==> src/rtl/conv_pkg.sv <==
// Shared types and sizing helpers for the strided convolution scheduler.
package conv_pkg;

   localparam int DATA_W = 32;
   localparam int FRAC_W = 15;

   typedef enum logic [2:0] {
      IDLE,
      LOAD_F,
      LOAD_X,
      COMPUTE,
      EMIT,
      FIN
   } state_t;

   function automatic int out_dim(input int n, input int f, input int s);
      return (n - f) / s + 1;
   endfunction

   // Wide enough that F*F full-width products can never overflow the sum.
   function automatic int acc_w(input int f);
      return 64 + $clog2(f * f);
   endfunction

endpackage

==> src/rtl/conv_mac.sv <==
// Single signed Q16.15 multiply-accumulate lane with final rescale.
// CONV_SAT_EN selects saturating rather than wrapping 32-bit results.
module conv_mac
   import conv_pkg::*;
#(
   parameter int AW = 69
) (
   input  logic                     clk,
   input  logic                     rst_n,
   input  logic                     clear,
   input  logic                     en,
   input  logic signed [DATA_W-1:0] a,
   input  logic signed [DATA_W-1:0] b,
   output logic        [DATA_W-1:0] result
);

   logic signed [63:0]   prod;
   logic signed [AW-1:0] acc;
   logic signed [AW-1:0] sum;

   assign prod = a * b;
   assign sum  = acc + {{(AW-64){prod[63]}}, prod};

   always_ff @(posedge clk or negedge rst_n) begin
      if (!rst_n) begin
         acc <= '0;
      end else if (clear) begin
         acc <= '0;
      end else if (en) begin
         acc <= sum;
      end
   end

   // result includes the current tap so the last-tap cycle can register it directly
`ifdef CONV_SAT_EN
   logic signed [AW-1:0] shifted;

   assign shifted = sum >>> FRAC_W;

   always_comb begin
      result = shifted[DATA_W-1:0];
      if (shifted[AW-1:DATA_W-1] != {(AW-DATA_W+1){shifted[AW-1]}}) begin
         result = shifted[AW-1] ? 32'h8000_0000 : 32'h7FFF_FFFF;
      end
   end
`else
   assign result = sum[FRAC_W +: DATA_W];
`endif

endmodule

==> src/rtl/conv_sched.sv <==
// Sequential convolution scheduler: stream-loads filter and tile, then runs one
// MAC per cycle over every window. Result saturation is controlled by CONV_SAT_EN.
module conv_sched
   import conv_pkg::*;
#(
   parameter int FILTER_SIZE = 5,
   parameter int INPUT_SIZE  = 7,
   parameter int STRIDE      = 2
) (
   input  logic              clk,
   input  logic              rst_n,
   input  logic              start,
   input  logic              in_valid,
   output logic              in_ready,
   input  logic [DATA_W-1:0] in_data,
   output logic              out_valid,
   input  logic              out_ready,
   output logic [DATA_W-1:0] out_data,
   output logic              busy,
   output logic              done
);

   localparam int OUT_SIZE = out_dim(INPUT_SIZE, FILTER_SIZE, STRIDE);
   localparam int AW       = acc_w(FILTER_SIZE);
   localparam int F2       = FILTER_SIZE * FILTER_SIZE;
   localparam int N2       = INPUT_SIZE * INPUT_SIZE;
   localparam int CW       = $clog2(N2 + 1);

   state_t state, state_next;

   logic [DATA_W-1:0] filt_buf [F2];
   logic [DATA_W-1:0] x_buf    [N2];

   logic [CW-1:0] load_cnt, kr, kc, orow, ocol;
   logic [CW-1:0] f_addr, x_addr;
   logic          in_hs, out_hs;
   logic          last_f, last_x, last_tap, last_out;
   logic [DATA_W-1:0] mac_result;

   assign in_hs    = in_valid && in_ready;
   assign out_hs   = out_valid && out_ready;
   assign last_f   = (load_cnt == CW'(F2 - 1));
   assign last_x   = (load_cnt == CW'(N2 - 1));
   assign last_tap = (kr == CW'(FILTER_SIZE - 1)) && (kc == CW'(FILTER_SIZE - 1));
   assign last_out = (orow == CW'(OUT_SIZE - 1)) && (ocol == CW'(OUT_SIZE - 1));

   assign f_addr = CW'(int'(kr) * FILTER_SIZE + int'(kc));
   assign x_addr = CW'((int'(orow) * STRIDE + int'(kr)) * INPUT_SIZE
                       + int'(ocol) * STRIDE + int'(kc));

   always_comb begin
      state_next = state;
      in_ready   = 1'b0;
      out_valid  = 1'b0;
      done       = 1'b0;
      busy       = (state != IDLE);
      unique case (state)
         IDLE:    if (start) state_next = LOAD_F;
         LOAD_F: begin
            in_ready = 1'b1;
            if (in_valid && last_f) state_next = LOAD_X;
         end
         LOAD_X: begin
            in_ready = 1'b1;
            if (in_valid && last_x) state_next = COMPUTE;
         end
         COMPUTE: if (last_tap) state_next = EMIT;
         EMIT: begin
            out_valid = 1'b1;
            if (out_ready) state_next = last_out ? FIN : COMPUTE;
         end
         FIN: begin
            done       = 1'b1;
            state_next = IDLE;
         end
         default: state_next = IDLE;
      endcase
   end

   always_ff @(posedge clk or negedge rst_n) begin
      if (!rst_n) begin
         state    <= IDLE;
         load_cnt <= '0;
         kr       <= '0;
         kc       <= '0;
         orow     <= '0;
         ocol     <= '0;
         out_data <= '0;
      end else begin
         state <= state_next;
         case (state)
            LOAD_F: if (in_hs) load_cnt <= last_f ? '0 : load_cnt + 1'b1;
            LOAD_X: begin
               if (in_hs) begin
                  load_cnt <= last_x ? '0 : load_cnt + 1'b1;
                  if (last_x) begin
                     kr   <= '0;
                     kc   <= '0;
                     orow <= '0;
                     ocol <= '0;
                  end
               end
            end
            COMPUTE: begin
               if (kc == CW'(FILTER_SIZE - 1)) begin
                  kc <= '0;
                  kr <= last_tap ? '0 : kr + 1'b1;
               end else begin
                  kc <= kc + 1'b1;
               end
               if (last_tap) out_data <= mac_result;
            end
            EMIT: begin
               if (out_hs) begin
                  if (ocol == CW'(OUT_SIZE - 1)) begin
                     ocol <= '0;
                     orow <= last_out ? '0 : orow + 1'b1;
                  end else begin
                     ocol <= ocol + 1'b1;
                  end
               end
            end
            default: ;
         endcase
      end
   end

   // Buffers need no reset; they are fully rewritten before each job reads them.
   always_ff @(posedge clk) begin
      if (in_hs && state == LOAD_F) filt_buf[load_cnt] <= in_data;
      if (in_hs && state == LOAD_X) x_buf[load_cnt]    <= in_data;
   end

   conv_mac #(.AW(AW)) u_mac (
      .clk    (clk),
      .rst_n  (rst_n),
      .clear  (state != COMPUTE),
      .en     (state == COMPUTE),
      .a      (filt_buf[f_addr]),
      .b      (x_buf[x_addr]),
      .result (mac_result)
   );

endmodule

==> config.mk <==
export PLATFORM = sky130hd
export DESIGN_NAME = conv_sched
export DESIGN_NICKNAME = d
export VERILOG_FILES = /design/src/rtl/conv_pkg.sv /design/src/rtl/conv_mac.sv /design/src/rtl/conv_sched.sv
export SDC_FILE = /design/constraint.sdc
export NUM_CORES = 2
export LEC_CHECK = 0
export ABC_AREA = 1
export BUFFER_PORTS_ARGS = -buffer_cell sky130_fd_sc_hd__buf_4
export CAP_MARGIN = 20
export CORE_MARGIN = 4
export CORE_UTILIZATION = 29
export CTS_BUF_LIST = sky130_fd_sc_hd__clkbuf_8 sky130_fd_sc_hd__clkbuf_16
export DETAILED_ROUTE_END_ITERATION = 10
export PLACE_DENSITY = 0.54
export SETUP_SLACK_MARGIN = 0.3
export SLEW_MARGIN = 10
export SYNTH_ARGS = -nofsm -noshare
export SYNTH_HDL_FRONTEND = slang
export SYNTH_HIERARCHICAL = 1
export SYNTH_SLANG_ARGS = --single-unit
export TNS_END_PERCENT = 20
==> constraint.sdc <==
create_clock -name clk -period 33.6 [get_ports clk]
set_input_delay 3.36 -clock clk [delete_from_list [all_inputs] [get_ports clk]]
set_output_delay 3.36 -clock clk [all_outputs]
set_load 0.05 [all_outputs]
[Word-level counts from Yosys, hierarchy flattened]
Memory sizes are Yosys's and may differ from the RTL's.
Index checks and enable logic that the tools add are counted.
W data, S select, Z words.
Storage, ports and cells
  latch bits: 0
  memories kept: 2
  input bits: 37
  RAM bits: 2368
  output and inout bits: 36
  memory bits (read-only): 0
  bits in registers: 134
Memory list
  x_buf: depth 49, width 32, read ports 1, clocked after Yosys merged registers in 0, wr ports 1, RTL line conv_sched.sv:32  | logic [DATA_W-1:0] x_buf [N2];
  filt_buf: depth 25, width 32, read ports 1, clocked after Yosys merged registers in 0, wr ports 1, RTL line conv_sched.sv:31  | logic [DATA_W-1:0] filt_buf [F2];
Operators by class
  shift operators: 0
  multiplexer cells: 35
  equality and inequality tests: 23
  bitwise gates (word level): 0
  multiply operators: 3
  div/mod/pow operators: 0
  reductions and logical operators: 22
  add/subtract/negate cells: 10
  magnitude comparators: 0
Operators by type and width (count)
  $mux W69: 2
  $mux W6: 14
  $add A69 B69 Y69: 1
  $mul A32 B32 Y64: 1
  $pmux W6 S2: 5
  $add A6 B1 Y6 const B: 5
  $ne A2 B2 Y1 const B: 11
  $mux W3: 6
  $pmux W3 S5: 1
  $add A6 B6 Y6: 2
  $eq A6 B1 Y1 const B: 2
  $eq A6 B3 Y1 const B: 2
  $reduce_and A5 Y1: 2
  $add A7 B6 Y8: 1
  $logic_and A1 B1 Y1: 8
  $mul A8 B3 Y6 const B: 1
  $reduce_and A4 Y1: 2
  $reduce_bool A2 Y1: 4
  $mux W1: 7
  $eq A3 B2 Y1 const B: 2
  $eq A3 B3 Y1 const B: 2
  $eq A6 B5 Y1 const B: 1
  $eq A6 B6 Y1 const B: 1
  $mul A6 B3 Y5 const B: 1
  other kinds (8): 9

[Longest topological paths before layout]
An unclocked memory read counts as a cell.
  depth after elaboration: 9
  depth in mapped cells: 67

[Modules after synthesis]
Netlist, hierarchy kept.
By module, submodules not included
  conv_sched: times used 1, area each 103142.7 um^2, cells an instance 9278
  conv_mac: times used 1, area each 34659.5 um^2, cells an instance 4531

[Worst setup path after synthesis]
No wires, ideal clock.
  path type: register to register
  start point: register kr[1]
  end point: register out_data[31]
  cell stages (with the launch flop): 53
  path slack: 21.474 ns
  data arrival time: 12.002 ns
  clock period less this slack: 12.126 ns
  path buffers: 4
  required time: 33.475 ns
  setup time: 0.125 ns
  path through: dfrtp_1 ha_1 fa_1 fa_1 fa_1 fa_1 ha_1 fa_1 or2_2 nand2_1 clkbuf_1 clkbuf_1 nand2_1 nand2_1 nand3_1 nand2_1 clkbuf_1 buf_1 (+17 left out) nand3_1 o211ai_1 nand2_1 nand3_1 xor2_1 ha_1 inv_1 nor3_1 nand2_1 nor4_1 nand2_1 nand3_2 inv_1 nand3_2 nand2_1 nand2_1 nand2_2 mux2_2
Between the ends
  cells in the longest elaborated chain, start to end: 7
Ends and longest elaborated chain
  from (decl): RTL line conv_sched.sv:34  | logic [CW-1:0] load_cnt, kr, kc, orow, ocol;
  from (signal assigned): RTL line conv_sched.sv:107  | kr <= last_tap ? '0 : kr + 1'b1;
  $add A7 B6 Y8: RTL line conv_sched.sv:48  | assign x_addr = CW'((int'(orow) * STRIDE + int'(kr)) * INPUT_SIZE
  $mul A8 B3 Y6: RTL line conv_sched.sv:48
  $add A6 B6 Y6 (2 in series): RTL line conv_sched.sv:49  | + int'(ocol) * STRIDE + int'(kc));
  $mem_v2 Z49 W32
  $mul A32 B32 Y64 *: RTL line conv_mac.sv:21  | assign prod = a * b;
  $add A69 B69 Y69 *: RTL line conv_mac.sv:22  | assign sum = acc + {{(AW-64){prod[63]}}, prod};
  net mac_result[31]: RTL line conv_sched.sv:38  | logic [DATA_W-1:0] mac_result;
  to (signal assigned): RTL line conv_sched.sv:111  | if (last_tap) out_data <= mac_result;
  to (decl): RTL line conv_sched.sv:18  | output logic [DATA_W-1:0] out_data,
Mark *: on every way through the listed nets, which the timed path passes. The rest lies on a longest branch.
A chain may end at the register's enable or synchronous reset.

[Final worst setup path]
  start point: register kr[0]
  end point: register out_data[31]
Same word-level chain as after synthesis.

==> impl.org <==
** Synthesis
- For this run, the leading register cell type out of synthesis is sky130_fd_sc_hd__edfxtp_1.
- Largest cells by area after synthesis :: sky130_fd_sc_hd__edfxtp_1, sky130_fd_sc_hd__fa_1, sky130_fd_sc_hd__nand2_1
- Share of flip-flops with an asynchronous set or reset after synthesis :: 4.52%
- In this run, synthesis produced a sequential element count of 2480.
- Yosys mapped a number of flops with a built-in enable equal to between 2000 and 2500.
- After synthesis, flip-flops and latches occupy 53.6% of the total area.
- Number of distinct library cells after synthesis :: 67
- Syn Area/Cell :: 9.98 um2
- The synthesized netlist occupies a cell area of 138000 um2.
- During synthesis, Yosys emitted a total of 6 warnings.
- The largest total area in the synthesized netlist belongs to sky130_fd_sc_hd__edfxtp_1.
- The number of nets in the synthesized netlist is 14900.
- Area share of the largest cell type after synthesis :: between 50% and 60%
- Post-synthesis cell count :: 13800

** Clocking
- The number of clock buffers added by TritonCTS is between 200 and 300.
- Number of resized instances in the post-cts repair step :: 0
- Sink Count :: 2480
- Number of buffers inserted by hold repair at cts :: 0
- For the worst-skew pair, the clock arrives at the later sink with an insertion delay of 0.91 ns.
- CTS root buffer :: sky130_fd_sc_hd__clkbuf_16
- The H-tree was split into 5 levels.
- Counting along the longest clock path gives a buffer depth of 4.
- Clock tree from TritonCTS :: yes
- Clock Pin Slew Worst Setup and Hold Paths :: 0.07 ns
- Post-CTS setup-driven buffer insertion count :: 0

** STA
- Part of the cycle the worst path needs :: between 40% and 50%
- RSZ-0062 raised after global routing :: no
- Clock skew :: 0.0716 ns
- The final-report hold violation count came to 0.
- Maximum achievable frequency :: 64.9 MHz
- Measured against its own limit, the worst slew margin works out to 19.2%.
- Fin. max-slew vios :: 0
- Final TNS setup :: 0 ns
- Setup violations remaining at the end of the flow were counted as 0.
- Worst-margin pin slew :: 1.21 ns
- The worst path in the final design needs a cycle of 15.41 ns, including I/O delays and setup.

** Final layout
- Layout net count :: 14800
- The area growth from synthesis to layout is 11.3%.
- Fill cells in the final layout number 47900.
- The sequential cells in the finished layout cover a total of approximately 74000 um2.
- Summing all multi-input logic gate instances after layout gives 51400 um2.
- Fraction of layout cells with a size suffix above 1 :: 6.29%

** GRT
- The number of antenna violations at the first check in global routing was 21.
- Global routing usage on met2 :: 27.0%
- The global routing stage identified its most utilized layer as met2.
- Remaining Overflow, GRT :: 0
- Entering global routing, the biggest net connects between 200 and 250 pins.
- Overall fraction of global-route tracks in use :: between 10% and 20%
- Wire length of the first global-routing pass :: 622000 um
- Via count of the first global-routing pass :: 92900
- Routing usage on met3 :: 2.15%
- In the global route stage, met1 resource usage came out at roughly a quarter.

** Die
- IO Pins :: 73
- Row generation in the floorplan step produced 252 rows.
- Die width :: between 600 and 700 um
- Die span in y :: 697 um
- In this run the standard cell core region covers 472000 um2.
- Die Area :: 486000 um2
- The initial utilization of the core area, before any placement, comes to 29.2%.

** Critical path
- The slowest stage of the critical path belongs to the cell sky130_fd_sc_hd__buf_4.
- Top cell by count, worst path :: sky130_fd_sc_hd__nand2_1
- The worst setup path is captured at a register.
- STA classifies the critical path startpoint as a register.
- Setup slack on the worst reg-to-reg path comes out at ~18 ns.
- The critical path contains buffers and inverters numbering 11 combined.
- In this run the worst path has a maximum fanout of 216.
- For this run, the slowest stage of the critical path takes 0.82 ns.
- STA puts the critical path data required time at around 34 ns.
- Critical path type :: register to register
- CP arrival :: 16.17 ns
- In this design, the largest share of critical-path delay is due to adder cells.

** Flow run
- Max cap viols :: 0

** Drt
- Via count :: between 90000 and 100k
- Wirelength per Cell :: around 21 um
- The detail route stage leaves a number of antenna-violating nets equal to 0.
- For this run, the detailed router's first-pass iteration total came to 6.
- WL final :: 420000 um
- In the routed design, unresolved DRC markers number 0.
- Via-per-instance ratio :: 4.74
- In this run, the number of DRC markers left after iteration 0 of detailed routing was 9147.

** Place
- During placement, the flow inserted port buffers numbering 72.
- Global placer's final weighted congestion :: 0.892
- The wire-length estimate of the detail-placed layout is around 240000 um.

** Worst hold path
- Min-delay worst type :: register to register

** Status
- Outcome :: finished clean
-- routing by layer --
layer  part of all wire, %  vias up  wire, um
met5                0.0050        -        21
met4                   2.7        4     11300
met3                   6.9      582     28900
met2                    46     3424    192000
met1                    45    47500    187000
li1                      -    43700         -
-- worst min-delay path, cell delays in order, from the launching register on --
cell                      delay (ns)
sky130_fd_sc_hd__dfrtp_1        0.35
sky130_fd_sc_hd__nand2_1        0.05
sky130_fd_sc_hd__nand2_1        0.06
-- logic make-up (layout without fill, tap and decap cells) --
logic type                 Yosys count  after routing  share of synthesized area (%)
xor gates and xnor gates            88             88                          0.587
DFF                               2480           2480                           53.6
and+or+nand+nor                   5856           5856                           17.4
muxes                               32             32                          0.261
other                                0             10                              0
buffers and inverters             3257           3302                           9.52
AOI/OAI and AO/OA                 1020           1020                           4.31
adders and majority gates         1076           1076                           14.3
-- cell usage after synthesis, types with 112 or more instances --
library cell	n
sky130_fd_sc_hd__inv_1	2540
sky130_fd_sc_hd__nor2_1	747
sky130_fd_sc_hd__nand3_1	1306
sky130_fd_sc_hd__fa_1	832
sky130_fd_sc_hd__clkbuf_1	355
sky130_fd_sc_hd__ha_1	244
sky130_fd_sc_hd__dfrtp_1	112
sky130_fd_sc_hd__a21oi_1	131
sky130_fd_sc_hd__o21ai_0	493
sky130_fd_sc_hd__edfxtp_1	2368
sky130_fd_sc_hd__nand2_1	3681
sky130_fd_sc_hd__buf_2	187
-- cells in the final DEF, fill, tap and decap left out, types with 104 or more instances in the layout --
master                      netlist  layout
sky130_fd_sc_hd__clkbuf_16        0     284
sky130_fd_sc_hd__inv_1         2540    2601
sky130_fd_sc_hd__dfrtp_1        112     112
sky130_fd_sc_hd__ha_1           244     241
sky130_fd_sc_hd__nor2_1         747     673
sky130_fd_sc_hd__o21ai_0        493     493
sky130_fd_sc_hd__nand3_1       1306    1306
sky130_fd_sc_hd__nand2_1       3681    3665
sky130_fd_sc_hd__buf_4           40     270
sky130_fd_sc_hd__a21oi_1        131     131
sky130_fd_sc_hd__o22ai_1        104     104
sky130_fd_sc_hd__edfxtp_1      2368    2368
sky130_fd_sc_hd__fa_1           832     829
-- final timing paths --
kind,from,endpoint,cells past startpoint
max in group asynchronous,rst_n,out_data[27]$_DFFE_PN0P_,2
min reg2reg,u_mac/acc[14]$_DFFE_PN0P_,u_mac/acc[14]$_DFFE_PN0P_,2
min,u_mac/acc[14]$_DFFE_PN0P_,u_mac/acc[14]$_DFFE_PN0P_,2
max,kr[0]$_DFFE_PN0P_,out_data[31]$_DFFE_PN0P_,52
min in group asynchronous,rst_n,out_data[1]$_DFFE_PN0P_,1
max reg2reg,kr[0]$_DFFE_PN0P_,out_data[31]$_DFFE_PN0P_,52
-- layout make-up --
cell class	instances	area share [%]
antenna	10	0.0163
clock buffer	285	4.64
clock inverter	186	0.798
inverter	2552	6.27
multi-input combinational	8072	33.6
sequential	2480	48.2
tap	6223	5.08
timing repair buffer	279	1.44
-- metrics by stage --
step                instances  util (%)  setup WS [ns]  area, um2  hold slack (ns)
finish                  20100      32.5          18.19     153000            0.492
global route            20100      32.5          17.33     153000            0.519
CTS                     20100      32.5          18.24     153000            0.493
detailed placement      19600      30.7          18.26     145000            0.477
global placement        19600      30.7          18.31     145000            0.468
floorplan               13800         -          21.47     138000            0.455
-- state kept, by name, indices dropped and copies added (netlist names) --
register   cells
kc             6
x_buf       1568
orow           6
out_data      32
u_mac/acc     47
ocol           6
load_cnt       6
kr             6
state          3
filt_buf     800
Power is left out: the tool's default activity adds up to more than one toggle a clock period on the data nets, which glitch-free logic cannot reach.
